[config.mk]
export PLATFORM = sky130hd
export DESIGN_NAME = pump_request_arbiter
export DESIGN_NICKNAME = d
export VERILOG_FILES = /design/src/rtl/pump_request_arbiter.sv
export SDC_FILE = /design/constraint.sdc
export NUM_CORES = 1
export LEC_CHECK = 0
export CAP_MARGIN = 20
export CORE_ASPECT_RATIO = 0.7
export CORE_MARGIN = 2
export CORE_UTILIZATION = 58
export DETAILED_ROUTE_END_ITERATION = 7
export PLACE_DENSITY_LB_ADDON = 0.15
export SYNTH_ARGS = -nofsm -noshare
export SYNTH_HDL_FRONTEND = slang
export SYNTH_SLANG_ARGS = --single-unit
[constraint.sdc]
create_clock -name clk -period 4.7 [get_ports clk]
set_clock_uncertainty 0.05 [all_clocks]
set_input_delay 0.94 -clock clk [delete_from_list [all_inputs] [get_ports clk]]
set_output_delay 0.94 -clock clk [all_outputs]
set_load 0.03 [all_outputs]
[src/rtl/pump_request_arbiter.sv]
// Pump request arbiter: three edge-triggered requesters share one pump, ON for on_time_s then COOLDOWN.
// Define PUMP_ARB_ROUND_ROBIN_EN for round-robin selection; fixed priority 0 > 1 > 2 otherwise.
module pump_request_arbiter #(
  parameter int unsigned CLOCK_FREQ = 1_000_000
) (
  input  logic       clk,
  input  logic       rst_n,
  input  logic [2:0] req,
  input  logic [1:0] sel0,
  input  logic [1:0] sel1,
  input  logic [1:0] sel2,
  input  logic [7:0] on_time_s,
  input  logic [7:0] cooldown_s,
  input  logic       abort,
  output logic [1:0] pump_out,
  output logic [2:0] grant,
  output logic [2:0] pending,
  output logic       busy,
  output logic       done,
  output logic       drop
);

  localparam int unsigned PW = (CLOCK_FREQ > 1) ? $clog2(CLOCK_FREQ) : 1;
  localparam logic [PW-1:0] PRESC_LAST = PW'(CLOCK_FREQ - 1);

  typedef enum logic [1:0] {
    ST_IDLE     = 2'b00,
    ST_ON       = 2'b01,
    ST_COOLDOWN = 2'b10
  } state_t;

  state_t          state_q, state_d;
  logic [2:0]      req_prev_q, req_prev_d;
  logic            abort_prev_q, abort_prev_d;
  logic [2:0]      pending_q, pending_d;
  logic [1:0]      pump_q, pump_d;
  logic [2:0]      grant_q, grant_d;
  logic            done_q, done_d;
  logic            drop_q, drop_d;
  logic [PW-1:0]   presc_q, presc_d;
  logic [7:0]      sec_q, sec_d;

  logic [2:0]      req_rise;
  logic            abort_rise;
  logic            win_valid;
  logic [1:0]      win_idx;
  logic [1:0]      win_sel;
  logic            sec_tick;
  logic [7:0]      limit;
  logic [8:0]      sec_next;
  logic            terminal;
  logic [PW-1:0]   presc_adv;
  logic [7:0]      sec_adv;

`ifdef PUMP_ARB_ROUND_ROBIN_EN
  logic [1:0]      last_q, last_d;
  logic [1:0]      cand;
`endif

  assign req_rise   = req & ~req_prev_q;
  assign abort_rise = abort & ~abort_prev_q;

  // Winner is taken from already-latched requests only; same-cycle edges wait one cycle.
  always_comb begin
    win_valid = 1'b0;
    win_idx   = 2'd0;
`ifdef PUMP_ARB_ROUND_ROBIN_EN
    cand      = 2'd0;
    for (int unsigned k = 1; k <= 3; k++) begin
      cand = 2'((32'(last_q) + k) % 32'd3);
      if (!win_valid && pending_q[cand]) begin
        win_valid = 1'b1;
        win_idx   = cand;
      end
    end
`else
    if (pending_q[0]) begin
      win_valid = 1'b1;
      win_idx   = 2'd0;
    end else if (pending_q[1]) begin
      win_valid = 1'b1;
      win_idx   = 2'd1;
    end else if (pending_q[2]) begin
      win_valid = 1'b1;
      win_idx   = 2'd2;
    end
`endif
  end

  always_comb begin
    case (win_idx)
      2'd0:    win_sel = sel0;
      2'd1:    win_sel = sel1;
      default: win_sel = sel2;
    endcase
  end

  // Terminal compare uses the live duration inputs; zero means the interval ends now.
  always_comb begin
    sec_tick  = (presc_q == PRESC_LAST);
    limit     = (state_q == ST_ON) ? on_time_s : cooldown_s;
    sec_next  = {1'b0, sec_q} + 9'd1;
    terminal  = (sec_q >= limit) || (sec_tick && (sec_next >= {1'b0, limit}));
    if (sec_tick) begin
      presc_adv = '0;
      sec_adv   = (sec_q == 8'hFF) ? sec_q : sec_next[7:0];
    end else begin
      presc_adv = presc_q + PW'(1);
      sec_adv   = sec_q;
    end
  end

  always_comb begin
    state_d      = state_q;
    req_prev_d   = req;
    abort_prev_d = abort;
    pending_d    = pending_q | req_rise;
    pump_d       = pump_q;
    grant_d      = grant_q;
    done_d       = 1'b0;
    drop_d       = 1'b0;
    presc_d      = presc_adv;
    sec_d        = sec_adv;
`ifdef PUMP_ARB_ROUND_ROBIN_EN
    last_d       = last_q;
`endif

    if (abort_rise) begin
      pending_d = '0;
    end

    case (state_q)
      ST_IDLE: begin
        presc_d = '0;
        sec_d   = '0;
        if (!abort_rise && win_valid) begin
          pending_d[win_idx] = 1'b0;
          if (on_time_s == 8'd0) begin
            drop_d = 1'b1;
          end else begin
            state_d = ST_ON;
            pump_d  = win_sel;
            grant_d = 3'b001 << win_idx;
`ifdef PUMP_ARB_ROUND_ROBIN_EN
            last_d  = win_idx;
`endif
          end
        end
      end
      ST_ON: begin
        if (abort_rise || terminal) begin
          state_d = ST_COOLDOWN;
          pump_d  = '0;
          grant_d = '0;
          done_d  = 1'b1;
          presc_d = '0;
          sec_d   = '0;
        end
      end
      ST_COOLDOWN: begin
        if (terminal) begin
          state_d = ST_IDLE;
          presc_d = '0;
          sec_d   = '0;
        end
      end
      default: begin
        state_d = ST_IDLE;
        pump_d  = '0;
        grant_d = '0;
        presc_d = '0;
        sec_d   = '0;
      end
    endcase
  end

  always_ff @(posedge clk) begin
    if (!rst_n) begin
      state_q      <= ST_IDLE;
      req_prev_q   <= '0;
      abort_prev_q <= 1'b0;
      pending_q    <= '0;
      pump_q       <= '0;
      grant_q      <= '0;
      done_q       <= 1'b0;
      drop_q       <= 1'b0;
      presc_q      <= '0;
      sec_q        <= '0;
`ifdef PUMP_ARB_ROUND_ROBIN_EN
      last_q       <= 2'd2;
`endif
    end else begin
      state_q      <= state_d;
      req_prev_q   <= req_prev_d;
      abort_prev_q <= abort_prev_d;
      pending_q    <= pending_d;
      pump_q       <= pump_d;
      grant_q      <= grant_d;
      done_q       <= done_d;
      drop_q       <= drop_d;
      presc_q      <= presc_d;
      sec_q        <= sec_d;
`ifdef PUMP_ARB_ROUND_ROBIN_EN
      last_q       <= last_d;
`endif
    end
  end

  assign pump_out = pump_q;
  assign grant    = grant_q;
  assign pending  = pending_q;
  assign busy     = (state_q == ST_ON) || (state_q == ST_COOLDOWN);
  assign done     = done_q;
  assign drop     = drop_q;

endmodule

# Word-level counts from Yosys, hierarchy flattened
# Cells that the tools add are included.
[op_classes]
bitwise_logic = 8
n_addsub = 2
mux = 37
n_reduce_logical = 14
n_lt_le_gt_ge = 4
shift = 1
eq_ne = 9
[op_table]
columns = ["cell", "count"]
rows = [
  ["$mux W20", 3],
  ["$mux W8", 5],
  ["$pmux W20 S2", 1],
  ["$add A20 B1 Y20 const B", 1],
  ["$eq A20 B20 Y1 const B", 1],
  ["$mux W2", 10],
  ["$mux W3", 6],
  ["$pmux W8 S2", 1],
  ["$pmux W2 S3", 2],
  ["$add A8 B1 Y9 const B", 1],
  ["$ge A9 B8 Y1", 1],
  ["$pmux W3 S3", 1],
  ["$eq A8 B8 Y1 const B", 1],
  ["$ge A8 B8 Y1", 1],
  ["$logic_not A8 Y1", 1],
  ["$reduce_and A4 Y1", 2],
  ["$and A3 B3 Y3", 2],
  ["$mux W1", 6],
  ["$ne A2 B2 Y1 const B", 3],
  ["$not A3 Y3", 2],
  ["$eq A2 B1 Y1 const B", 2],
  ["$logic_not A2 Y1", 2],
  ["$pmux W2 S2", 1],
  ["$logic_and A1 B1 Y1", 3],
  ["13 further kinds", 16],
]
[word_totals]
input_bits = 28
reg_bits = 44
elab_cells = 85
output_inout_bits = 11

# Longest topological paths before layout
# Gate-level depths: netlist of run 1.
[depth]
ltp_word = 11
mapped_depth = 13
mapped_depth_nobuf = 12

# Worst setup path after synthesis of run 1
# Ideal clock, no wire load.
[synth_path]
path_kind = "register -> register"
from = "register state_q[1]"
to = "register sec_q[2]"
slack_ns = 1.565
n_path_buf = 2
setup_time_ns = 0.091
required_ns = 4.559
path_stages_with_launch = 12
arrival_ns = 2.993
cell_sequence = "dfxtp_1 -> inv_1 -> ha_1 -> clkbuf_1 -> mux2_2 -> ha_1 -> nand2b_1 -> a2111oi_0 -> o31a_1 -> clkbuf_1 -> nand3b_1 -> a311oi_1"
[synth_via]
elab_chain_cells = 8
word_cells_on_any_way = 11
classes_between = "order compare (2); eq/ne (2); mux (4); reduce/logical (3)"
[synth_rtl]
columns = ["item", "line_no", "rtl"]
rows = [
  ["from (decl)", "32", "state_t state_q, state_d;"],
  ["from (signal assigned)", "193", "state_q <= state_d;"],
  ["$eq A2 B1 Y1", "101, 132", ""],
  ["$mux W8", "101", "limit = (state_q == ST_ON) ? on_time_s : cooldown_s;"],
  ["$ge A9 B8 Y1", "103", "terminal = (sec_q >= limit) || (sec_tick && (sec_next >= {1'b0, limit}));"],
  ["$logic_and A1 B1 Y1", "103", ""],
  ["$logic_or A1 B1 Y1", "103", ""],
  ["$logic_or A1 B1 Y1", "151", "if (abort_rise || terminal) begin"],
  ["$mux W8", "151", ""],
  ["$pmux W8 S2 *", "132", "case (state_q)"],
  ["to (signal assigned)", "188", "sec_q <= '0;"],
  ["to (signal assigned)", "202", "sec_q <= sec_d;"],
  ["to (decl)", "41", "logic [7:0] sec_q, sec_d;"],
]
# Every way passes the cells marked *; elsewhere a longest branch is shown, timed or not.
# A chain may end at the register's enable or synchronous reset.

# Final worst setup path of run 1
[layout_path]
from = "input on_time_s[0]"
to = "register sec_q[7]"
[layout_via]
elab_chain_cells = 7
word_cells_on_any_way = 9
classes_between = "order compare (2); mux (4); reduce/logical (3)"
[layout_rtl]
columns = ["item", "line_no", "rtl"]
rows = [
  ["from (decl)", "12", "input logic [7:0] on_time_s,"],
  ["$mux W8 *", "101", ""],
  ["$ge A9 B8 Y1", "103", ""],
  ["$logic_and A1 B1 Y1", "103", ""],
  ["$logic_or A1 B1 Y1 *", "103", ""],
  ["$logic_or A1 B1 Y1", "151", ""],
  ["$mux W8", "151", ""],
  ["$pmux W8 S2 *", "132", ""],
]
# Marks and branches as above.

==> flow_summary.yaml, run 1 <==
sta:
  fin_crit_ns: 3.542
  relSlewSlack_pct: 65.49
  period_share_pct: 75.36
  setup_tns_ns: 0
  max_freq_mhz: 282.3
  slew_viol_final: 0
  holdWs_ns: 0.3890
  worst_slew_pin_slew_ns: 0.5047
  setup_violations: 0
  grt_setup_unrepaired: "false"
  hold_viol: 0
logic_synthesis:
  ys_async_sr_fraction_pct: 0
  syn_area_um2: 2581
  ys_types: 46
  synth_flop_cell: "dfxtp_1"
  yosysSeqAreaShare_pct: 34.13
  syn_nets: 351
  synth_edf_count: 0
  yosysWarnings: 0
  syn_inst: 302
  ys_ff_latch: 44
  syn_avg_cell_area_um2: 8.547
cts:
  cts_hold_buf: 0
  cts_max_path_buffers: 2
  cts_buffers: 5
  post_cts_buffers: 0
  cts_tree: "done"
  cts.sink_count: 44
  clkTransAtPathRegs_ns: 0.07
  worstSkewPairLatency_ns: 0.29
  h-tree-depth: 2
  ctsRootBufferMaster: "clkbuf_8"
  post_cts_resized: 0
global_route:
  grt_pass1_vias: 2000
  grt_pass1_wl_um: 9301
  grt_max_degree: 21
  grt_usage_pct: 23.52
  grt_overflow_total: 0
  grt_antenna_before_repair: 0
cells_and_area:
  final_area_um2: 3082
  final_layout_size_suffix_gt1_share_pct: 4.154
  final_common_cell: "nor2_1"
  nFillCells: 353
  final_cell_mix: "nor2_1 (48), dfxtp_1 (44), clkdlybuf4s50_1 (38)"
  seqCellArea_um2: 880.8
  nets: 386
  insertedDiodeCount: 0
  area_growth_pct: 19.39
  multi_input_area_um2: 1603
  instances_no_fill: 392
flow_run:
  drv_cap: 0
setup_path:
  crit_start: "on_time_s[0]"
  cp-start-kind: "primary input"
  r2r_end: "sec_q[7]"
  rr_worst_depth: 10
  worstSetupPathType: "in2reg"
  rrSetupSlack_ns: 1.21
  critPathCaptureType: "flip-flop"
  cp-endpoint: "sec_q[7]"
  required_ns: 4.82
  crit_fanout: 15
  r2r-start: "state_q[1]"
  cp.arrival_ns: 3.66
floorplan:
  die_w_um: 83.74
  io_pins: 39
  die-area_um2: 5009
  initial_core_util_pct: 59.97
  die_h_um: 59.82
  coreArea_um2: 4304
  row_count: 20
placement:
  routabilityCongestion: 0.8762
  dp.cells: 385
  placed_area_um2: 2985
  dp_hpwl_um: 4232
  port_buffers: 38
route:
  via_per_inst: 5.740
  wl_per_cell_um: 13.94
  ant_nets: 0
  drt_wl_total_um: 5465
  vias: 2250
  firstDrtPassIters: 4
  drc: 0
  dr.first_iter.drc_count: 113
run_status:
  status: "completed"
power:
  p_per_area_nw_per_um2: 258.7
  p_leak_nw: 1.144
  ir_worst_vdd_mv: 0.2150
min_path:
  hp-class: "reg2reg"
  hold_start: "presc_q[0]"
==> cell type report <==
| cell class | instances | area share, % |
|---|---|---|
| multi-input cells | 236 | 52.01 |
| flip-flops and latches | 44 | 28.58 |
| repair buffers | 40 | 12.83 |
| clock buffers | 7 | 3.126 |
| well taps | 55 | 2.233 |
| inverters | 10 | 1.218 |
==> critical path, cell delays in order <==
cell,delay (ns)
clkdlybuf4s50_1,0.42
mux2_2,0.29
ha_1,0.29
a21bo_2,0.19
a2111oi_0,0.41
nor4_1,0.15
nor3_4,0.49
nand3b_1,0.37
nor3_1,0.10
==> synthesized netlist by cell type, types with 3 or more instances <==
cell type | number | share of area, %
a221oi_1 | 5 | 1.7
nor3_1 | 5 | 0.97
nor4_1 | 4 | 0.97
a211oi_1 | 7 | 2.0
a21boi_1 | 4 | 1.2
nand2_1 | 22 | 3.2
xnor2_1 | 10 | 3.4
and3_1 | 3 | 0.73
nand4b_1 | 6 | 2.0
dfxtp_1 | 44 | 34
nand4_1 | 6 | 1.5
nor2_1 | 48 | 7.0
nor3b_1 | 4 | 1.2
a21oi_1 | 14 | 2.7
clkbuf_1 | 10 | 1.5
ha_1 | 21 | 10
o21ai_0 | 7 | 1.4
and2_1 | 6 | 1.5
mux2i_1 | 8 | 3.1
xor2_1 | 15 | 5.1
inv_1 | 10 | 1.5
nand3_1 | 10 | 1.9
==> registers in the layout, summed over array words and instances, names as in the netlist <==
name	cells
presc_q	20
done	1
sec_q	8
pending	3
grant	3
pump_out	2
abort_prev_q	1
drop	1
req_prev_q	3
state_q	2
==> cell families (layout without fill, tap and decap cells) <==
group                      count (synthesis)  after routing  synth area share, %
and+or+nand+nor                          127            127                25.01
AOI/OAI and AO/OA                         54             54                14.88
DFF                                       44             44                34.12
xor gates and xnor gates                  25             25                8.483
buffers and inverters                     22             57                3.781
adders and majority gates                 21             21                10.18
muxes                                      9              9                3.539
==> worst min path at each step <==
stage / endpoint / slack, ns / cells after the start
after floorplan: presc_q[0] / 0.36 / 1
after global placement: presc_q[0] / 0.37 / 1
after detailed placement: presc_q[0] / 0.38 / 1
after CTS: presc_q[0] / 0.39 / 1
after global routing: presc_q[0] / 0.42 / 1
final: presc_q[0] / 0.39 / 1
==> metrics by stage <==
stage	total power, W	worst slack [ns]	utilization [%]
global route	0.0008376	0.9025	71.60
global placement	0.0005522	0.9840	69.36
detailed placement	0.0005574	0.8591	69.36
finish	0.0007972	1.158	71.60
CTS	0.0008042	1.171	71.60
floorplan	0.0004984	1.565	-
==> power breakdown <==
part	internal (W)	total, W	switching [W]
Combinational	0.0000742	0.000158	0.0000835
Clock	0.000131	0.000248	0.000117
Sequential	0.000383	0.000392	0.00000902
Total	0.000588	0.000797	0.000210
==> per-layer routing <==
metal	GRT usage, %	part of all wire [%]	vias to the layer above
met5	0	0	-
met3	5.525	5.8	6
met2	36.11	44	56
met1	33.11	50	1040
li1	-	-	1148
met4	7.604	0.79	0
(Power assumes the default switching activity.)
==> run 2: changes to the inputs <==
--- a/config.mk
+++ b/config.mk
@@ -8,7 +8,7 @@
 export CAP_MARGIN = 20
 export CORE_ASPECT_RATIO = 0.7
 export CORE_MARGIN = 2
-export CORE_UTILIZATION = 58
+export CORE_UTILIZATION = 49
 export DETAILED_ROUTE_END_ITERATION = 7
 export PLACE_DENSITY_LB_ADDON = 0.15
 export SYNTH_ARGS = -nofsm -noshare
==> constraint.sdc (replaced) <==
create_clock -name clk -period 2.9 [get_ports clk]
set_clock_uncertainty 0.05 [all_clocks]
set_input_delay 0.58 -clock clk [delete_from_list [all_inputs] [get_ports clk]]
set_output_delay 0.58 -clock clk [all_outputs]
set_load 0.03 [all_outputs]
==> run 2 against run 1 <==
  * Critical path depth rose by 5
  * Final area rose by 13%
  * Sequential power rose by 62%
  * Count of clock-buffer cells in the layout fell by 2
  * Final cell count rose by 11%
  * Worst setup slack got worse by 1.0 ns
  * Hold slack improved by 0.0061 ns
  * Power rose by 81%
  * Critical path type is now reg2reg
  * Critical endpoint is now grant[2]
  * Largest cell class unchanged
==> flow_summary.yaml, run 2 (synthesized netlist as in run 1, its figures left out) <==
run_status:
  status: "completed"
setup_path:
  r2r-start: "sec_q[0]"
  crit_chain: "ha_2 > nand3_1 > nor2_2 > nand2_2 > xnor2_2 > ha_1 > nand2_2 > a2111oi_4 > nor4_4 > nor3_4 > buf_6 > buf_12 > a221oi_1 > a21boi_1"
  crit_fanout: 10
  required_ns: 3.04
  crit_start: "sec_q[0]"
  max_stage_delay_ns: 0.35
  cp-start-kind: "flip-flop"
  cp.arrival_ns: 2.92
  rr_worst_depth: 14
  critPathCaptureType: "flip-flop"
  crit_path_frequent_cell: "nand2_2"
  slowest_stage: "ha_1"
  worstSetupPathType: "reg2reg"
global_route:
  grt_use_met3_pct: 4.186
  grt_pass1_vias: 2234
  grt_busiest_layer: "met2"
  grt_max_degree: 21
  grt_antenna_before_repair: 0
  grt_usage_pct: 21.53
  grt_overflow_total: 0
  globalRouteMet2Util_pct: 34.70
  grt_util_met1_pct: 29.97
  grt_pass1_wl_um: 10340
power:
  p_leak_nw: 1.328
  pwr-share-comb_pct: 22.6
  p_clk_share_pct: 33.4
  swShare_pct: 27.59
  p_int_w: 0.001046
  p_switching_w: 0.0003988
  ir_worst_vdd_mv: 0.2938
  pwr-share-seq_pct: 44.0
  p_per_area_nw_per_um2: 413.3
cts:
  worstSkewPairLatency_ns: 0.30
  cts_hold_buf: 0
  ctsRootBufferMaster: "clkbuf_8"
  cts_buffers: 5
  cts.sink_count: 44
  cts_max_path_buffers: 2
  h-tree-depth: 2
  clkTransAtPathRegs_ns: 0.09
  cts_tree: "done"
min_path:
  hp-class: "reg2reg"
  min_path_cells: 1
  hold_start: "presc_q[0]"
floorplan:
  die_h_um: 64.73
  initial_core_util_pct: 50.15
  io_pins: 39
  die_w_um: 90.75
  die-area_um2: 5874
  coreArea_um2: 5147
  row_count: 22
cells_and_area:
  final_common_cell: "nor2_1"
  insertedDiodeCount: 0
  area_growth_pct: 35.48
  top_regs: "presc_q: 20 flops, sec_q: 8 flops"
  instances_no_fill: 436
  largest_reg_flops: 20
  regMostFlops: "presc_q"
  final_cell_mix: "nor2_1 (47), dfxtp_1 (42), clkdlybuf4s50_1 (38)"
  final_core_util_pct: 67.94
  final_layout_size_suffix_gt1_share_pct: 16.48
  nets: 412
sta:
  post-route-worst-setup-slack_ns: 0.1126
  slew_viol_final: 0
  hold_viol: 0
  setup_tns_ns: 0
  worst_slew_pin_slew_ns: 0.5074
  period_share_pct: 96.12
  max_freq_mhz: 358.8
  relSlewSlack_pct: 66.05
  fin_crit_ns: 2.787
  setup_violations: 0
placement:
  routabilityCongestion: 0.7912
  dp.cells: 423
  dp_worst_setup_slack_ns: -0.3758
  port_buffers: 38
  dp_hpwl_um: 4442
route:
  wl_per_cell_um: 13.95
  via_per_inst: 5.392
  vias: 2351
  drc: 0
  dr.first_iter.drc_count: 97
  drt_wl_total_um: 6082
  firstDrtPassIters: 4
  ant_nets: 0
flow_run:
  drv_cap: 0
run 2: worst max-delay path: cells and delay by family, from the launching register on:
kind,cells,cell delay (ns)
adders and majority gates,2,0.53
and+or+nand+nor,6,0.89
buffers and inverters,2,0.27
xor gates and xnor gates,1,0.15
AOI/OAI and AO/OA,3,0.44
DFF,1,0.34
run 2: through the flow:
step	power [W]	hold WS (ns)	instance area, µm²
CTS	0.001429	0.4007	3390
detailed placement	0.0009303	0.3845	3202
finish	0.001445	0.3951	3497
global route	0.001513	0.4205	3497
global placement	0.0009251	0.3737	3202
floorplan	0.0008081	0.3629	2584
run 2: power groups by stage:
stage / sequential (W) / clock (W) / combinational [W]
2_1_floorplan: 0.000664 / 0 / 0.000144
3_3_place_gp: 0.000647 / 0 / 0.000278
3_5_place_dp: 0.000647 / 0 / 0.000283
4_1_cts: 0.000634 / 0.000495 / 0.000299
5_1_grt: 0.000639 / 0.000522 / 0.000353
6_report: 0.000636 / 0.000482 / 0.000327
run 2: final cells by class:
| type | count | area (µm²) |
|---|---|---|
| fillers | 432 | 1650 |
| repair buffers | 66 | 643.1 |
| flip-flops and latches | 44 | 883.3 |
| inverters | 10 | 37.54 |
| clock inverters | 3 | 46.29 |
| well taps | 72 | 90.09 |
| clock buffers | 5 | 68.82 |
| multi-input cells | 236 | 1728 |
run 2: timing repair:
| action | CTS | global route |
|---|---|---|
| setup buffers | 4 | 2 |
| setup endpoints to repair | 12 | 15 |
| gates resized for setup | 11 | 22 |
| pin swaps | 2 | 9 |
run 2: final timing paths:
check	endpoint	slack, ns
worst max register to register	grant[2]	0.11
worst max-delay path	grant[2]	0.11
worst min-delay path	presc_q[0]	0.40
worst min register to register	presc_q[0]	0.40
run 2: metal layers:
metal / share of wire, % / up-vias
met3: 3.2 / 4
li1: - / 1201
met4: 0.64 / 0
met1: 50 / 1108
met2: 46 / 38
met5: 0 / -
==> run 3: changes to the inputs <==
==> constraint.sdc (replaced) <==
create_clock -name clk -period 2.9 [get_ports clk]
set_clock_uncertainty 0.05 [all_clocks]
set_input_delay 0.435 -clock clk [delete_from_list [all_inputs] [get_ports clk]]
set_output_delay 0.435 -clock clk [all_outputs]
set_load 0.03 [all_outputs]
==> run 3 against run 2 <==
  * Global-route usage is 1.0 points lower
  * Via count is 1.2% lower
  * Final area is 0.43% lower
  * Sequential share of layout area is 0.18 points higher
  * Highest routed layer unchanged
==> flow_summary.yaml, run 3 (synthesized netlist as in run 1, its figures left out) <==
cells_and_area:
  final_layout_size_suffix_gt1_share_pct: 16.02
  final_area_um2: 3482
  final_common_cell: "nor2_1"
  final_cell_mix: "nor2_1 (47), dfxtp_1 (40), clkdlybuf4s50_1 (38)"
  final_core_util_pct: 67.65
  regMostFlops: "presc_q"
  top_regs: "presc_q: 20 flops, sec_q: 8 flops"
  insertedDiodeCount: 0
  area_growth_pct: 34.90
  largest_reg_flops: 20
  nets: 410
global_route:
  grt_util_met1_pct: 28.31
  grt_pass1_vias: 2177
  grt_usage_pct: 20.52
  globalRouteMet2Util_pct: 33.40
  grt_pass1_wl_um: 9929
  grt_overflow_total: 0
  grt_use_met3_pct: 3.837
  grt_max_degree: 21
  grt_antenna_before_repair: 0
  grt_busiest_layer: "met2"
run_status:
  status: "completed"
route:
  dr.first_iter.drc_count: 53
  via_per_inst: 5.350
  drt_wl_total_um: 5961
  firstDrtPassIters: 4
  vias: 2322
  drc: 0
  wl_per_cell_um: 13.74
  ant_nets: 0
flow_run:
  drv_cap: 0
cts:
  worstSkewPairLatency_ns: 0.30
  h-tree-depth: 2
  cts_hold_buf: 0
  cts_buffers: 5
  clkTransAtPathRegs_ns: 0.09
  cts_tree: "done"
  cts.sink_count: 44
  cts_max_path_buffers: 2
  ctsRootBufferMaster: "clkbuf_8"
placement:
  routabilityCongestion: 0.7836
  port_buffers: 38
  placed_area_um2: 3189
  dp_hpwl_um: 4343
floorplan:
  die_h_um: 64.73
  initial_core_util_pct: 50.15
  coreArea_um2: 5147
  io_pins: 39
  die_w_um: 90.75
  row_count: 22
  die-area_um2: 5874
min_path:
  hp-class: "reg2reg"
  min_path_cells: 1
sta:
  setup_tns_ns: 0
  holdWs_ns: 0.3923
  fin_crit_ns: 2.753
  period_share_pct: 94.93
  max_freq_mhz: 363.2
  setup_violations: 0
  slew_viol_final: 0
  worst_slew_pin_slew_ns: 0.5581
  relSlewSlack_pct: 62.45
  hold_viol: 0
setup_path:
  worstSetupPathType: "reg2reg"
  cp-start-kind: "flip-flop"
  rr_worst_depth: 13
  crit_fanout: 9
  critPathCaptureType: "flip-flop"
  cp.arrival_ns: 2.89
  required_ns: 3.04
power:
  p_leak_nw: 1.312
  power_w: 0.001426
  ir_worst_vdd_mv: 0.1877
  p_per_area_nw_per_um2: 409.4
run 3: cell count changes in the layout (fill, tap and decap cells not counted), moves of 2 or more:
cell / delta
mux2i_1: +2
ha_4: +2
nand2_1: +2
nand2_2: -2
buf_4: -2
mux2i_2: -2
dfxtp_1: -2
dfxtp_2: +2
ha_1: -2
run 3: cell type report:
class,instances,area [µm²]
tap,72,90.09
multi-input combinational,236,1740
clock buffer,5,68.82
clock inverter,3,46.29
fill,443,1665
timing repair buffer,64,613.1
sequential,44,885.9
inverter,10,37.54
run 3: final timing paths:
path	slack [ns]	to	startpoint
max	0.15	grant[0]	state_q[1]
min	0.39	presc_q[0]	presc_q[0]
max reg2reg	0.15	grant[0]	state_q[1]
min reg2reg	0.39	presc_q[0]	presc_q[0]
run 3: worst max-delay path, stage by stage, from the launching register on:
cell	delay (ns)
dfxtp_2	0.33
inv_2	0.06
ha_4	0.15
buf_8	0.15
mux2i_4	0.24
buf_4	0.14
ha_4	0.20
a2111oi_4	0.34
buf_4	0.16
o31a_1	0.28
buf_6	0.16
a211oi_1	0.06
a221oi_1	0.23
a21boi_1	0.10
run 3: repair_timing:
| item | 4_1_cts | 5_1_grt |
|---|---|---|
| setup endpoints to repair | 12 | 16 |
| pin swaps | 4 | 4 |
| setup buffers | 1 | 1 |
| gates cloned | 0 | 1 |
| gates resized for setup | 15 | 17 |
run 3: per-layer routing:
metal  part of all wire [%]  wire, µm
met5                      0         0
met1                     52      3103
met4                    1.3        76
met2                     44      2606
met3                    2.9       174
run 3: power by group:
group	switching (W)	internal [W]	leakage, nW	total [W]
clock	0.000221	0.000259	0.0548	0.000480
sequential	0.0000141	0.000620	0.358	0.000634
combinational	0.000152	0.000159	0.899	0.000311
run 3: through the flow:
step / std cells / worst slack [ns]
after global routing: 434 / -0.02095
after detailed placement: 423 / -0.2755
after CTS: 432 / 0.0002196
after global placement: 423 / -0.2318
after floorplan: 302 / 0.01240
final: 434 / 0.1470
